--- config.mk ---
export PLATFORM = sky130hd
export DESIGN_NAME = i2c_slave
export DESIGN_NICKNAME = d
export VERILOG_FILES = /design/src/rtl/i2c_pkg.sv /design/src/rtl/i2c_bus_sync.sv /design/src/rtl/i2c_slave.sv
export SDC_FILE = /design/constraint.sdc
export NUM_CORES = 1
export LEC_CHECK = 0
export ABC_CLOCK_PERIOD_IN_PS = 5600
export CAP_MARGIN = 20
export CORE_ASPECT_RATIO = 1.4
export CORE_MARGIN = 2
export CORE_UTILIZATION = 54
export CTS_CLUSTER_SIZE = 10
export DETAILED_ROUTE_END_ITERATION = 10
export GPL_ROUTABILITY_DRIVEN = 0
export GPL_TIMING_DRIVEN = 0
export PLACE_DENSITY = 0.92
export RECOVER_POWER = 100
export SLEW_MARGIN = 10
export SYNTH_ARGS = -nofsm -noshare
export SYNTH_HDL_FRONTEND = slang
export SYNTH_SLANG_ARGS = --single-unit
--- constraint.sdc ---
create_clock -name clk -period 5.6 [get_ports clk]
set_input_delay 0.84 -clock clk [delete_from_list [all_inputs] [get_ports clk]]
set_output_delay 0.84 -clock clk [all_outputs]
set_load 0.01 [all_outputs]
--- src/rtl/i2c_pkg.sv ---
// Shared types and constants for the I2C slave.
package i2c_pkg;

  localparam int   BIT_CNT_W = 3;
  localparam logic I2C_ACK   = 1'b0;
  localparam logic I2C_NACK  = 1'b1;

  typedef enum logic [2:0] {
    ST_IDLE,
    ST_ADDR,
    ST_ADDR_ACK,
    ST_RX,
    ST_RX_ACK,
    ST_TX,
    ST_TX_ACK,
    ST_WAIT_STOP
  } i2c_state_e;

endpackage

--- src/rtl/i2c_bus_sync.sv ---
// Synchronizes scl/sda into clk and detects SCL edges plus START/STOP.
module i2c_bus_sync (
  input  logic clk,
  input  logic rst,
  input  logic scl,
  input  logic sda_in,
  output logic sda_s,
  output logic scl_rise,
  output logic scl_fall,
  output logic start_det,
  output logic stop_det
);
  logic [1:0] scl_ff;
  logic [1:0] sda_ff;
  logic       scl_d;
  logic       sda_d;
  logic [1:0] settle;
  logic       scl_s;
  logic       armed;

  // Detection stays off until the synchronizers and history flops hold real
  // bus values, so releasing reset mid-transfer cannot fake a START or STOP.
  always_ff @(posedge clk or negedge rst) begin
    if (!rst) begin
      scl_ff <= 2'b11;
      sda_ff <= 2'b11;
      scl_d  <= 1'b1;
      sda_d  <= 1'b1;
      settle <= 2'd3;
    end else begin
      scl_ff <= {scl_ff[0], scl};
      sda_ff <= {sda_ff[0], sda_in};
      scl_d  <= scl_ff[1];
      sda_d  <= sda_ff[1];
      if (settle != 2'd0) settle <= settle - 2'd1;
    end
  end

  assign scl_s     = scl_ff[1];
  assign sda_s     = sda_ff[1];
  assign armed     = (settle == 2'd0);
  assign scl_rise  = armed &  scl_s & ~scl_d;
  assign scl_fall  = armed & ~scl_s &  scl_d;
  assign start_det = armed &  scl_s &  scl_d &  sda_d & ~sda_s;
  assign stop_det  = armed &  scl_s &  scl_d & ~sda_d &  sda_s;

endmodule

--- src/rtl/i2c_slave.sv ---
// 7-bit address I2C slave with a write-byte sink and optional read source.
// Read support (TX states, tx_req) is built only when I2C_SLAVE_READ_EN is defined.
//
// state     | meaning
// IDLE      | bus free, or ignored until next START
// ADDR      | shifting address + R/W bit
// ADDR_ACK  | driving ACK for matched address
// RX        | shifting a write data byte
// RX_ACK    | driving ACK for accepted byte
// TX        | driving a read data byte
// TX_ACK    | sampling master ACK/NACK
// WAIT_STOP | SDA released, waiting for STOP or START
module i2c_slave
  import i2c_pkg::*;
#(
  parameter logic [6:0] SLAVE_ADDR = 7'h50
) (
  input  logic       clk,
  input  logic       rst,
  input  logic       scl,
  input  logic       sda_in,
  output logic       sda_oe,
  output logic [7:0] rx_data,
  output logic       rx_valid,
  input  logic       rx_ready,
  input  logic [7:0] tx_data,
  output logic       tx_req,
  output logic       busy
);
  localparam logic [BIT_CNT_W-1:0] LAST_BIT = '1;

  logic                 sda_s;
  logic                 scl_rise;
  logic                 scl_fall;
  logic                 start_det;
  logic                 stop_det;
  i2c_state_e           state;
  logic [BIT_CNT_W-1:0] bit_cnt;
  logic [7:0]           shreg;
  logic                 addr_hit;

`ifdef I2C_SLAVE_READ_EN
  logic       rw;
  logic       mack;
  logic [7:0] tx_shift;
  assign addr_hit = (shreg[6:0] == SLAVE_ADDR);
`else
  logic unused_tx;
  assign unused_tx = ^tx_data;
  assign addr_hit  = (shreg[6:0] == SLAVE_ADDR) && (sda_s == 1'b0);
`endif

  i2c_bus_sync u_sync (
    .clk       (clk),
    .rst       (rst),
    .scl       (scl),
    .sda_in    (sda_in),
    .sda_s     (sda_s),
    .scl_rise  (scl_rise),
    .scl_fall  (scl_fall),
    .start_det (start_det),
    .stop_det  (stop_det)
  );

  always_ff @(posedge clk or negedge rst) begin
    if (!rst) begin
      state    <= ST_IDLE;
      bit_cnt  <= '0;
      shreg    <= 8'h00;
      sda_oe   <= 1'b0;
      rx_data  <= 8'h00;
      rx_valid <= 1'b0;
      tx_req   <= 1'b0;
      busy     <= 1'b0;
`ifdef I2C_SLAVE_READ_EN
      rw       <= 1'b0;
      mack     <= 1'b0;
      tx_shift <= 8'h00;
`endif
    end else begin
      rx_valid <= 1'b0;
      tx_req   <= 1'b0;
      if (stop_det) begin
        state   <= ST_IDLE;
        bit_cnt <= '0;
        sda_oe  <= 1'b0;
        busy    <= 1'b0;
      end else if (start_det) begin
        state   <= ST_ADDR;
        bit_cnt <= '0;
        sda_oe  <= 1'b0;
        busy    <= 1'b1;
      end else begin
        case (state)
          ST_ADDR: if (scl_rise) begin
            shreg   <= {shreg[6:0], sda_s};
            bit_cnt <= bit_cnt + 1'b1;
            if (bit_cnt == LAST_BIT) begin
`ifdef I2C_SLAVE_READ_EN
              rw <= sda_s;
`endif
              state <= addr_hit ? ST_ADDR_ACK : ST_WAIT_STOP;
            end
          end
          // First SCL fall ends the 8th bit (drive ACK), second ends the ACK bit.
          ST_ADDR_ACK: if (scl_fall) begin
            if (!sda_oe) begin
              sda_oe <= 1'b1;
            end else begin
              sda_oe  <= 1'b0;
              bit_cnt <= '0;
`ifdef I2C_SLAVE_READ_EN
              if (rw) begin
                state  <= ST_TX;
                tx_req <= 1'b1;
              end else begin
                state <= ST_RX;
              end
`else
              state <= ST_RX;
`endif
            end
          end
          ST_RX: if (scl_rise) begin
            shreg   <= {shreg[6:0], sda_s};
            bit_cnt <= bit_cnt + 1'b1;
            if (bit_cnt == LAST_BIT) begin
              if (rx_ready) begin
                rx_data  <= {shreg[6:0], sda_s};
                rx_valid <= 1'b1;
                state    <= ST_RX_ACK;
              end else begin
                state <= ST_WAIT_STOP;
              end
            end
          end
          ST_RX_ACK: if (scl_fall) begin
            if (!sda_oe) begin
              sda_oe <= 1'b1;
            end else begin
              sda_oe  <= 1'b0;
              bit_cnt <= '0;
              state   <= ST_RX;
            end
          end
`ifdef I2C_SLAVE_READ_EN
          // tx_data is captured while tx_req is high; the MSB goes out right after.
          ST_TX: begin
            if (tx_req) begin
              tx_shift <= tx_data;
              sda_oe   <= ~tx_data[7];
            end else if (scl_fall) begin
              bit_cnt <= bit_cnt + 1'b1;
              if (bit_cnt == LAST_BIT) begin
                sda_oe <= 1'b0;
                mack   <= 1'b0;
                state  <= ST_TX_ACK;
              end else begin
                tx_shift <= {tx_shift[6:0], 1'b0};
                sda_oe   <= ~tx_shift[6];
              end
            end
          end
          ST_TX_ACK: begin
            if (scl_rise) begin
              if (sda_s == I2C_NACK) state <= ST_WAIT_STOP;
              else mack <= (sda_s == I2C_ACK);
            end else if (scl_fall && mack) begin
              tx_req  <= 1'b1;
              bit_cnt <= '0;
              state   <= ST_TX;
            end
          end
`endif
          default: ;
        endcase
      end
    end
  end

endmodule
==> metrics <==
outcome complete, but fails checks; failing checks capacitance limit, slew limit; max-cap viol count 1; dpl cell area between 1500 and 2000 µm²; post_cts resized 0; Worst Setup End Kind flip-flop; Post-Route Setup TNS 0 ns; start point of the worst hold path u_sync.scl_ff[0]$_DFF_PN1_; count of endpoints failing setup in the final report 0; Num CTS Buffers 5; synthesis-to-layout area growth 20.1%; H-tree depth 2; Initial DRT Pass Iterations 4; buffer type at the clock tree root clkbuf_4; total setup buffers inserted after CTS 0; most common cell in the synthesized netlist dfrtp_1; global-route wire length before repair roughly 4000 µm; worst reg2reg path depth 7; Synth Register Bits 32; total core area approximately 2400 µm²; worst voltage drop across the vdd grid about 0.00018 V; flop-to-flop setup slack about 3.3 ns; all-layer global routing usage 0.194; unrepaired setup endpoints after global routing false; commonest cells in the netlist 24 x dfrtp_1, 16 x mux2_2, 8 x dfstp_2, 4 x inv_1, 4 x nand2_1; remaining antenna violation count 0; count of nets after finishing around 140; capture point of the worst reg-to-reg path shreg[4]$_DFFE_PN0P_; number of antenna violations at the first check in global routing 0; top-level port count 25; cells taking the most area after synthesis dfrtp_1 44%, dfstp_2 15%, mux2_2 13%; leading area contributor after synthesis dfrtp_1; Data arrival, critical path between 2 and 3 ns; number of slew-limit violations in the final report 33; peak clock frequency supported by timing around 0.44 GHz; share of flip-flops with an asynchronous set or reset after synthesis 1.00; Worst setup SP type flip-flop; most frequent CP cell clkbuf_1; average wire per cell in the routed design ~14 µm; share of layout cells above drive strength 1 0.279; average cell area after synthesis 13.8 µm²; unique cell type count in the Yosys netlist 33; clock skew after layout roughly 0.0058 ns; Layout Cell Area excl Fill around 1600 µm²; area share of the leading cell type in the synthesized netlist 0.440; Tcrit/Tclk final 0.407; synthesized net count 115; Min-Delay Path Depth 0; P per Cell Area 353 nW/µm²; relative max-transition margin -0.0878; Congestion Overflow GR 0; highest net fanout along the worst path 10; total DRC errors in the routed layout 0; floorplan die width 46.5 µm; Critical-path top delay cell clkbuf_1; Sequential Area ~810 µm²; actual slew at the worst max-slew pin 1.63 ns; count of port buffers added during placement 15; Syn Std Cell Area between 1000 and 1500 µm²; worst setup path startpoint u_sync.settle[0]$_DFFE_PN1P_; Filler Cells Inserted between 150 and 200; required time reported for the critical path endpoint approximately 6 ns; pin count of the biggest net entering global routing 33; DRC violation total after the first TritonRoute iteration 16; drt total wl 2240 µm; largest stage delay on the critical path approximately 0.44 ns; endpoint of the worst hold path u_sync.scl_ff[1]$_DFF_PN1_; DIE HEIGHT 63.5 µm; total of hold buffers inserted after clock tree synthesis 0; number of placement rows 21; detailed-placement wirelength estimate 1520 µm; via count of the first global-routing pass 883; overall power consumption between 500 and 600 µW; number of enable-type register cells in the synthesized netlist 0; CTS clock-pin slew for the worst setup and hold paths approximately 0.10 ns; CTS tree built; Hold/Removal Path Class reg2reg; area of the multi-input gates about 500 µm²; list of cells traversed by the critical path inv_1 > ha_1 > clkbuf_1 > and3b_1 > nor3b_1 > clkbuf_1 > mux2_2; # clock sinks 32; start-to-end type of the worst setup path reg2reg; Syn. warnings 0; maximum clock path buffer count 2; effective utilization at floorplan 0.571; min Tclk post-route between 2 and 2.5 ns; predominant post-synthesis flop cell dfrtp_1; full die area a little under 3000 µm²; startpoint of the worst register-to-register path u_sync.settle[0]$_DFFE_PN1P_; Fin. Hold Viols 0; number of instances in the synthesized netlist between 90 and 100; number of antenna diodes 0; sequential area share after synthesis 0.593; via-per-instance ratio between 5 and 6; total vias in the final route 860; leakage component of the power 0.000767 µW; Worst-Skew Late Latency between 0.3 and 0.4 ns
## report_power, final
group	internal (µW)	switching, µW
clock network	118	78.1
logic	47.6	31.8
registers	270	33.1
total	437	143
## through the flow
step | worst slack [ns] | instances | utilization | hold WS [ns]
after detailed placement | 3.36 | 148 | 0.650 | 0.349
after CTS | 3.47 | 156 | 0.690 | 0.364
after floorplan | 3.81 | 99 | - | 0.345
after global placement | 3.22 | 148 | 0.652 | 0.346
final | 3.32 | 156 | 0.686 | 0.366
after global routing | 3.16 | 156 | 0.686 | 0.376
## placed cells by master, fill, tap and decap left out, types with 3 or more instances in the layout
master	count
dfstp_1	3
dlygate4sd3_1	13
nand2_1	4
dfstp_2	5
and3b_1	3
dfrtp_1	24
ha_1	3
mux2_2	16
clkbuf_1	4
clkbuf_4	5
inv_1	4
## cell type report
class / count / area share
flip-flops and latches: 32 / 0.494
multi-input cells: 59 / 0.314
repair buffers: 15 / 0.0877
clock buffers: 7 / 0.0397
well taps: 34 / 0.0259
clock inverters: 1 / 0.0183
plain buffers: 4 / 0.0114
inverters: 4 / 0.00915
## sequential cells by signal (all words and copies together) (netlist names)
name           count
bit_cnt            3
busy               1
rx_data            8
rx_valid           1
sda_oe             1
shreg              7
state              3
u_sync.scl_d       1
u_sync.scl_ff      2
u_sync.sda_d       1
u_sync.sda_ff      2
u_sync.settle      2
## per-layer routing
metal / vias to the layer above / GRT usage / part of all wire
met1: 431 / 0.219 / 0.42
met2: 21 / 0.295 / 0.50
met4: 0 / 0.129 / 0.034
met3: 6 / 0.0688 / 0.044
met5: - / 0 / 0
li1: 402 / - / -
## how the worst max path moves through the flow
stage / cells past startpoint / end / slack (ns)
after floorplan: 7 / rx_data[0]$_DFFE_PN0P_ / 3.81
after global placement: 1 / rx_data[3]$_DFFE_PN0P_ / 3.22
after detailed placement: 4 / rx_data[2]$_DFFE_PN0P_ / 3.36
after CTS: 1 / sda_oe / 3.47
after global routing: 7 / shreg[1]$_DFFE_PN0P_ / 3.16
final: 7 / shreg[4]$_DFFE_PN0P_ / 3.32
## critical path: cells and delay by family (launching register included)
| family | cells | cell delay (ns) |
|---|---|---|
| buf+inv | 3 | 0.76 |
| mux | 1 | 0.39 |
| fa+ha+maj | 1 | 0.13 |
| simple gates | 2 | 0.51 |
| flops | 1 | 0.39 |
## kinds of logic (layout without fill, tap and decap cells)
family | count (synthesis) | count (layout) | synth area share
other | 1 | 1 | 0.00274
AND/OR/NAND/NOR | 22 | 22 | 0.119
adder cells (fa/ha/maj) | 3 | 3 | 0.0275
flip-flops | 32 | 32 | 0.593
AO/OA/AOI/OAI | 12 | 12 | 0.0614
multiplexers | 17 | 17 | 0.143
buffers and inverters | 8 | 31 | 0.0275
XOR/XNOR | 4 | 4 | 0.0256
Note: power is estimated with default switching activity, not from simulation.
